### config.mk
export PLATFORM = sky130hd
export DESIGN_NAME = if_fetch_unit_flat
export DESIGN_NICKNAME = d
export VERILOG_FILES = /design/src/rtl/if_fetch_unit_if.sv /design/src/rtl/if_fetch_unit.sv /design/src/flat_wrapper.sv
export SDC_FILE = /design/constraint.sdc
export NUM_CORES = 1
export LEC_CHECK = 0
export ABC_AREA = 1
export BUFFER_PORTS_ARGS = -buffer_cell sky130_fd_sc_hd__clkbuf_2
export CORE_MARGIN = 4
export CORE_UTILIZATION = 40
export DETAILED_ROUTE_END_ITERATION = 10
export PLACE_DENSITY_LB_ADDON = 0.15
export SETUP_SLACK_MARGIN = 0.5
export SYNTH_ARGS = -nofsm -noshare
export SYNTH_HDL_FRONTEND = slang
export SYNTH_SLANG_ARGS = --single-unit
### constraint.sdc
create_clock -name clk -period 4.6 [get_ports clk]
set_clock_uncertainty 0.05 [all_clocks]
set_input_delay 0.46 -clock clk [delete_from_list [all_inputs] [get_ports clk]]
set_output_delay 0.46 -clock clk [all_outputs]
set_load 0.1 [all_outputs]
### src/rtl/if_fetch_unit_if.sv
// rtl/if_fetch_unit_if.sv - fetch unit bundle: ctrl/ID redirect inputs, imem bus, IF/ID register outputs
interface if_fetch_unit_if #(
    parameter int STALL_W = 3
);
    logic [STALL_W-1:0] stall;
    logic               flush;
    logic [31:0]        flush_pc;
    logic               branch_flag;
    logic [31:0]        branch_target;
    logic [31:0]        inst_i;
    logic [31:0]        pc;
    logic               ce;
    logic [31:0]        id_pc;
    logic [31:0]        id_inst;
    logic [31:0]        fetch_cnt;
`ifdef IF_ADDR_ALIGN_CHK_EN
    logic               id_excp_adel;
`endif

    modport master (
        input  stall, flush, flush_pc, branch_flag, branch_target, inst_i,
`ifdef IF_ADDR_ALIGN_CHK_EN
        output id_excp_adel,
`endif
        output pc, ce, id_pc, id_inst, fetch_cnt
    );

    modport slave (
        output stall, flush, flush_pc, branch_flag, branch_target, inst_i,
`ifdef IF_ADDR_ALIGN_CHK_EN
        input  id_excp_adel,
`endif
        input  pc, ce, id_pc, id_inst, fetch_cnt
    );
endinterface

### src/rtl/if_fetch_unit.sv
// rtl/if_fetch_unit.sv - MIPS32 instruction fetch stage with IF/ID register; optional IF_ADDR_ALIGN_CHK_EN
module if_fetch_unit #(
    parameter logic [31:0] RESET_PC = 32'h0000_0000,
    parameter int          STALL_W  = 3
) (
    input  logic          clk,
    input  logic          rst,
    if_fetch_unit_if.master bus
);

    logic [STALL_W-1:0] stall;
    logic [31:0]        flush_pc;
    logic [31:0]        branch_target;

    logic        ce_q;
    logic [31:0] pc_q;
    logic [31:0] id_pc_q;
    logic [31:0] id_inst_q;
    logic [31:0] fetch_cnt_q;
    logic        adel_q;
    logic        misaligned;

    assign stall = bus.stall;

`ifdef IF_ADDR_ALIGN_CHK_EN
    // Redirect targets are kept verbatim so a bad target can be reported as AdEL in ID.
    assign flush_pc      = bus.flush_pc;
    assign branch_target = bus.branch_target;
    assign misaligned    = (pc_q[1:0] != 2'b00);
    assign bus.id_excp_adel = adel_q;
`else
    assign flush_pc      = {bus.flush_pc[31:2], 2'b00};
    assign branch_target = {bus.branch_target[31:2], 2'b00};
    assign misaligned    = 1'b0;
`endif

    always_ff @(posedge clk) begin
        if (!rst) begin
            ce_q        <= 1'b0;
            pc_q        <= RESET_PC;
            id_pc_q     <= 32'd0;
            id_inst_q   <= 32'd0;
            fetch_cnt_q <= 32'd0;
            adel_q      <= 1'b0;
        end else begin
            ce_q <= 1'b1;

            if (!ce_q) begin
                pc_q <= RESET_PC;
            end else if (bus.flush) begin
                pc_q <= flush_pc;
            end else if (stall[0]) begin
                pc_q <= pc_q;
            end else if (bus.branch_flag) begin
                pc_q <= branch_target;
            end else begin
                pc_q <= pc_q + 32'd4;
            end

            // stall[1] without stall[2] means ID advances, so it must see a bubble.
            if (!ce_q || bus.flush || (stall[1] && !stall[2])) begin
                id_pc_q   <= 32'd0;
                id_inst_q <= 32'd0;
                adel_q    <= 1'b0;
            end else if (stall[1]) begin
                id_pc_q   <= id_pc_q;
                id_inst_q <= id_inst_q;
                adel_q    <= adel_q;
            end else begin
                id_pc_q     <= pc_q;
                id_inst_q   <= misaligned ? 32'd0 : bus.inst_i;
                adel_q      <= misaligned;
                fetch_cnt_q <= fetch_cnt_q + 32'd1;
            end
        end
    end

    assign bus.ce        = ce_q;
    assign bus.pc        = pc_q;
    assign bus.id_pc     = id_pc_q;
    assign bus.id_inst   = id_inst_q;
    assign bus.fetch_cnt = fetch_cnt_q;

`ifndef IF_ADDR_ALIGN_CHK_EN
    logic unused_ok;
    assign unused_ok = &{1'b0, adel_q, misaligned, bus.flush_pc[1:0], bus.branch_target[1:0]};
`endif

endmodule

### src/flat_wrapper.sv
// flat-port wrapper written by rule: the top's interface ports become plain ports
module if_fetch_unit_flat 
#(
    parameter logic [31:0] RESET_PC = 32'h0000_0000,
    parameter int          STALL_W  = 3
)
  (clk, rst, bus_stall, bus_flush, bus_flush_pc, bus_branch_flag, bus_branch_target, bus_inst_i, bus_pc, bus_ce, bus_id_pc, bus_id_inst, bus_fetch_cnt);
  if_fetch_unit_if #(.STALL_W(STALL_W)) bus_i ();
  input  logic clk;
  input  logic rst;
  input wire logic [$bits(bus_i.stall)-1:0] bus_stall;
  input wire logic [$bits(bus_i.flush)-1:0] bus_flush;
  input wire logic [$bits(bus_i.flush_pc)-1:0] bus_flush_pc;
  input wire logic [$bits(bus_i.branch_flag)-1:0] bus_branch_flag;
  input wire logic [$bits(bus_i.branch_target)-1:0] bus_branch_target;
  input wire logic [$bits(bus_i.inst_i)-1:0] bus_inst_i;
  output wire logic [$bits(bus_i.pc)-1:0] bus_pc;
  output wire logic [$bits(bus_i.ce)-1:0] bus_ce;
  output wire logic [$bits(bus_i.id_pc)-1:0] bus_id_pc;
  output wire logic [$bits(bus_i.id_inst)-1:0] bus_id_inst;
  output wire logic [$bits(bus_i.fetch_cnt)-1:0] bus_fetch_cnt;
  assign bus_i.stall = bus_stall;
  assign bus_i.flush = bus_flush;
  assign bus_i.flush_pc = bus_flush_pc;
  assign bus_i.branch_flag = bus_branch_flag;
  assign bus_i.branch_target = bus_branch_target;
  assign bus_i.inst_i = bus_inst_i;
  assign bus_pc = bus_i.pc;
  assign bus_ce = bus_i.ce;
  assign bus_id_pc = bus_i.id_pc;
  assign bus_id_inst = bus_i.id_inst;
  assign bus_fetch_cnt = bus_i.fetch_cnt;
  if_fetch_unit #(.RESET_PC(RESET_PC), .STALL_W(STALL_W)) u_core (.clk(clk), .rst(rst), .bus(bus_i));
endmodule
Word level (Yosys, flattened, before mapping)
Cells that the tools add are included.
{"block": "totals", "rom_bits": 0, "latchBits": 0, "register_bits": 129, "ram_bits": 0, "inputBits": 103, "memories": 0, "output_inout_bits": 129, "wordCells": 26}
{"block": "classes", "n_bitwise": 4, "magnitude_cmp": 0, "reduce_logical": 9, "eq_ne": 1, "n_mux": 4, "multipliers": 0, "n_addsub": 2, "shift": 0, "div": 0}
{"op": "two-way mux 32 bit", "count": 3}
{"op": "adder 32 x 1 -> 32 bit, second input constant", "count": 1}
{"op": "adder 32 x 3 -> 32 bit, second input constant", "count": 1}
{"op": "inverter 1 bit", "count": 4}
{"op": "AND reduction 2 bit", "count": 2}
{"op": "OR reduction 3 bit", "count": 1}
{"op": "logical NOT 1 bit", "count": 2}
{"op": "logical OR 1 bit", "count": 2}
{"op": "!= test 2 x 1 -> 1 bit, second input constant", "count": 1}
{"op": "OR reduction 2 bit", "count": 1}
{"op": "logical AND 1 bit", "count": 1}
{"op": "two-way mux 1 bit", "count": 1}

Depth between registers and ports, before layout
{"block": "logic_depth", "ltp_word": 5, "mapped_depth": 11, "mapped_depth_nobuf": 10}

Worst setup path after synthesis
No wires, ideal clock.
{"block": "synth_path", "path_type": "reg2reg", "start": "register u_core.pc_q[3], in the netlist u_core.bus.pc[3]", "end": "register u_core.pc_q[16], in the netlist u_core.bus.pc[16]", "setup_slack_ns": 2.223, "arrival_time_ns": 2.200, "stages_incl_launch_ff": 9, "n_path_buf": 0, "period_less_slack_ns": 2.377, "t_required_ns": 4.422, "setup_time_ns": 0.128, "path_cell_list": "dfxtp_1 ha_1 nand3_1 nor2_1 inv_1 o21ai_1 nand3_1 a21oi_1 nor2_1"}
{"block": "synth_via", "elab_chain_len": 4}
{"element": "start, declared", "line_no": "if_fetch_unit.sv:16", "text": "logic [31:0] pc_q;"}
{"element": "start signal, assigned", "line_no": "if_fetch_unit.sv:51", "text": "pc_q <= flush_pc;"}
{"element": "start signal, assigned", "line_no": "if_fetch_unit.sv:53", "text": "pc_q <= pc_q;"}
{"element": "start signal, assigned", "line_no": "if_fetch_unit.sv:55", "text": "pc_q <= branch_target;"}
{"element": "adder 32 x 3 -> 32 bit", "line_no": "if_fetch_unit.sv:57", "text": "pc_q <= pc_q + 32'd4;"}
{"element": "two-way mux 32 bit", "line_no": "if_fetch_unit.sv:54", "text": "end else if (bus.branch_flag) begin"}
{"element": "two-way mux 32 bit", "line_no": "if_fetch_unit.sv:52", "text": "end else if (stall[0]) begin"}
{"element": "two-way mux 32 bit", "line_no": "if_fetch_unit.sv:50", "text": "end else if (bus.flush) begin"}
No other way between the ends. The select of a mux whose other input is x is not followed.
A chain may end at the register's enable or synchronous reset.

Worst setup path after layout
{"block": "layout_path", "start": "input bus_flush", "end": "register u_core.pc_q[4], in the netlist u_core.bus.pc[4]"}
{"block": "layout_via", "elab_chain_len": 1, "elab_cells_between_ends": 2, "classes_between": "eq/ne (1); mux (1)"}
{"element": "start, declared", "line_no": "flat_wrapper.sv:12", "text": "input wire logic [$bits(bus_i.flush)-1:0] bus_flush;"}
{"element": "!= test 2 x 1 -> 1 bit (no line) / two-way mux 32 bit (equally long branches)"}
Parallel ways exist; a longest one is shown, timed or not.

==> results.json <==
{
  "path_clk_slew_ps": 60,
  "placed_area_mm2": 0.00796,
  "synthesis.area_mm2": 0.00670,
  "critPathArrivalTime_ps": 2660,
  "wl_met3_um": 2160,
  "reg2reg_to": "u_core.bus.pc[16]",
  "ir_drop_mv": 0.262,
  "cts_num_sinks": 129,
  "cp-startpoint": "bus_flush",
  "setup_viol": 0,
  "crit_type": "input port to flip-flop",
  "area_growth_pct": 27.4,
  "numCtsBuffers": 17,
  "pin_count": 232,
  "top_layer_used": "met4",
  "layout_min_cycle_time_ps": 2420,
  "wl_met2_um": 9390,
  "grt_pass1_vias": 6411,
  "routedWlPerCell_um": 14.3,
  "critPathMaxFanout": 33,
  "fin_ws_ps": 2180,
  "power.total_uw": 2800,
  "grt_max_degree": 96,
  "die_y_um": 137,
  "ant_nets": 0,
  "die_w_um": 137,
  "drc": 0,
  "cts_resized": 0,
  "synthTopCellsByCount": "321 x nand2_1, 217 x nor2_1, 129 x dfxtp_1, 106 x a21oi_1, 78 x inv_1",
  "maxSlewHeadroom_pct": 26.5,
  "synth.area.top_cells": "dfxtp_1 39%, nand2_1 18%, nor2_1 12%",
  "dieArea_mm2": 0.0189,
  "reg2regPathDepth": 8,
  "h-tree-depth": 4,
  "ys_seq_area_share_pct": 38.6,
  "p_leak_uw": 0.00359,
  "ys.flop_type": "dfxtp_1",
  "netlist.area_leader.share_pct": 38.6,
  "finalMaxSlewViolations": 0,
  "grt_pass1_wl_um": 33400,
  "rsz0062_at_grt": "no",
  "drt_iter0_drc": 502,
  "synth_cell_type_count": 36,
  "holdPathStages": 3,
  "routed_via_density": 4.89,
  "critPathCaptureType": "flip-flop",
  "yosys.cell_count.top_type": "nand2_1",
  "period_share_pct": 52.7,
  "gp_congestion": 0.927,
  "cts_post_setup_buffers_inserted": 0,
  "track_usage_pct": 22.5,
  "holdWs_ps": 218,
  "routed_wl_um": 21600,
  "maxCapViolCount": 0,
  "async_flop_share_pct": 0,
  "syn-instance-count": 1065,
  "ys_warn_count": 0,
  "required_ps": 4830,
  "crit_path_end": "u_core.bus.pc[4]",
  "tns_ps": 0,
  "dp_hpwl_um": 16100,
  "cts_tree": "yes",
  "reg2reg_slack_ps": 2530,
  "power_density_mw_per_mm2": 328,
  "antenna_found_initial": 0,
  "nNetsFinal": 1376,
  "avgSynthCellArea_um2": 6.29,
  "wl_met1_um": 9740,
  "worstSetupStartpointType": "input port",
  "fin_area_mm2": 0.00853,
  "hold_path_class": "input port to flip-flop",
  "hold_buffers": 0,
  "r2r_start": "u_core.bus.pc[3]",
  "via_count": 7348,
  "drive_above_1_share_pct": 22.9,
  "cts_buffer_depth": 2,
  "drtPass1Iterations": 5,
  "status": "finished clean",
  "synth_edf_count": 0,
  "initial_core_util_pct": 40.5,
  "fmax_mhz": 413,
  "synth_area_leader_cell": "dfxtp_1",
  "antenna_cells": 0,
  "core_mm2": 0.0165,
  "worst-slew-pin-transition_ps": 1100,
  "overflow": 0,
  "place_ws_ps": 1740,
  "root_buffer": "clkbuf_16",
  "syn-num-nets": 1170,
  "synth-seq-cells": 129,
  "portBuffers": 227,
  "clk_latency_ps": 420,
  "num_rows": 47,
  "hold_viol": 0
}
## placed cells by master, fill, tap and decap left out, drive strengths merged, types with 2 or more instances in the layout
cell type,netlist,layout
nand2,324,324
clkbuf,33,247
nor2,232,232
dfxtp,129,129
a21oi,106,106
inv,82,84
nand3,56,56
o21ai,46,46
a31oi,11,11
xor2,9,9
nand3b,7,7
nand4,6,6
clkinv,3,6
clkinvlp,0,5
nor3,4,4
buf,10,4
ha,2,2
o21bai,2,2
## where the power goes
part | leakage (uW) | total (uW) | switching [uW] | internal, uW
clock network | 0.000268 | 1300 | 516 | 788
logic | 0.00228 | 336 | 255 | 81.2
registers | 0.00104 | 1160 | 20.1 | 1140
## worst min-delay path by stage
stage	slack, ps	end	from
after floorplan	440	u_core.bus.ce	rst
after global routing	200	u_core.bus.id_inst[10]	bus_inst_i[10]
final	220	u_core.bus.id_inst[19]	bus_inst_i[19]
after detailed placement	400	u_core.bus.id_inst[28]	u_core.bus.id_inst[28]
after CTS	200	u_core.bus.id_inst[10]	bus_inst_i[10]
after global placement	400	u_core.bus.id_inst[28]	u_core.bus.id_inst[28]
## layout make-up
class	count	area, um2
clock buffer	21	470
timing repair buffer	230	1160
tap	220	275
clock inverter	11	104
sequential	129	2580
multi-input combinational	808	3620
inverter	85	323
fill	1775	7990
## sequential cells by signal (all words and copies together), names as in the netlist
name	count
u_core.bus.ce	1
u_core.bus.id_pc	32
u_core.bus.pc	32
u_core.bus.fetch_cnt	32
u_core.bus.id_inst	32
## per-stage QoR
stage	cells	util, %
floorplan	1065	-
detailed placement	1472	48.2
finish	1504	51.6
global route	1504	51.6
CTS	1504	51.6
global placement	1472	48.2
## logic make-up (layout without fill, tap and decap cells)
kind of cell | count (synthesis) | in the layout | share of synthesized area, %
AO/OA/AOI/OAI | 167 | 167 | 13.0
flip-flops | 129 | 129 | 38.6
buffers and inverters | 128 | 347 | 7.56
AND/OR/NAND/NOR | 630 | 630 | 39.4
adder cells (fa/ha/maj) | 2 | 2 | 0.373
XOR/XNOR | 9 | 9 | 1.18
## routing by layer
metal  vias up  GRT usage (%)
li1       3787              -
met1      3266           31.1
met2       270           33.2
met3        25           7.82
met4         0           6.71
met5         -              0
## critical path: stages
cell      delay [ps]
clkbuf_2         590
clkinv_2         230
nand2_1          600
clkinv_1         520
nand2_1          160
a31oi_1           90
Power figures use the tool's default switching activity.
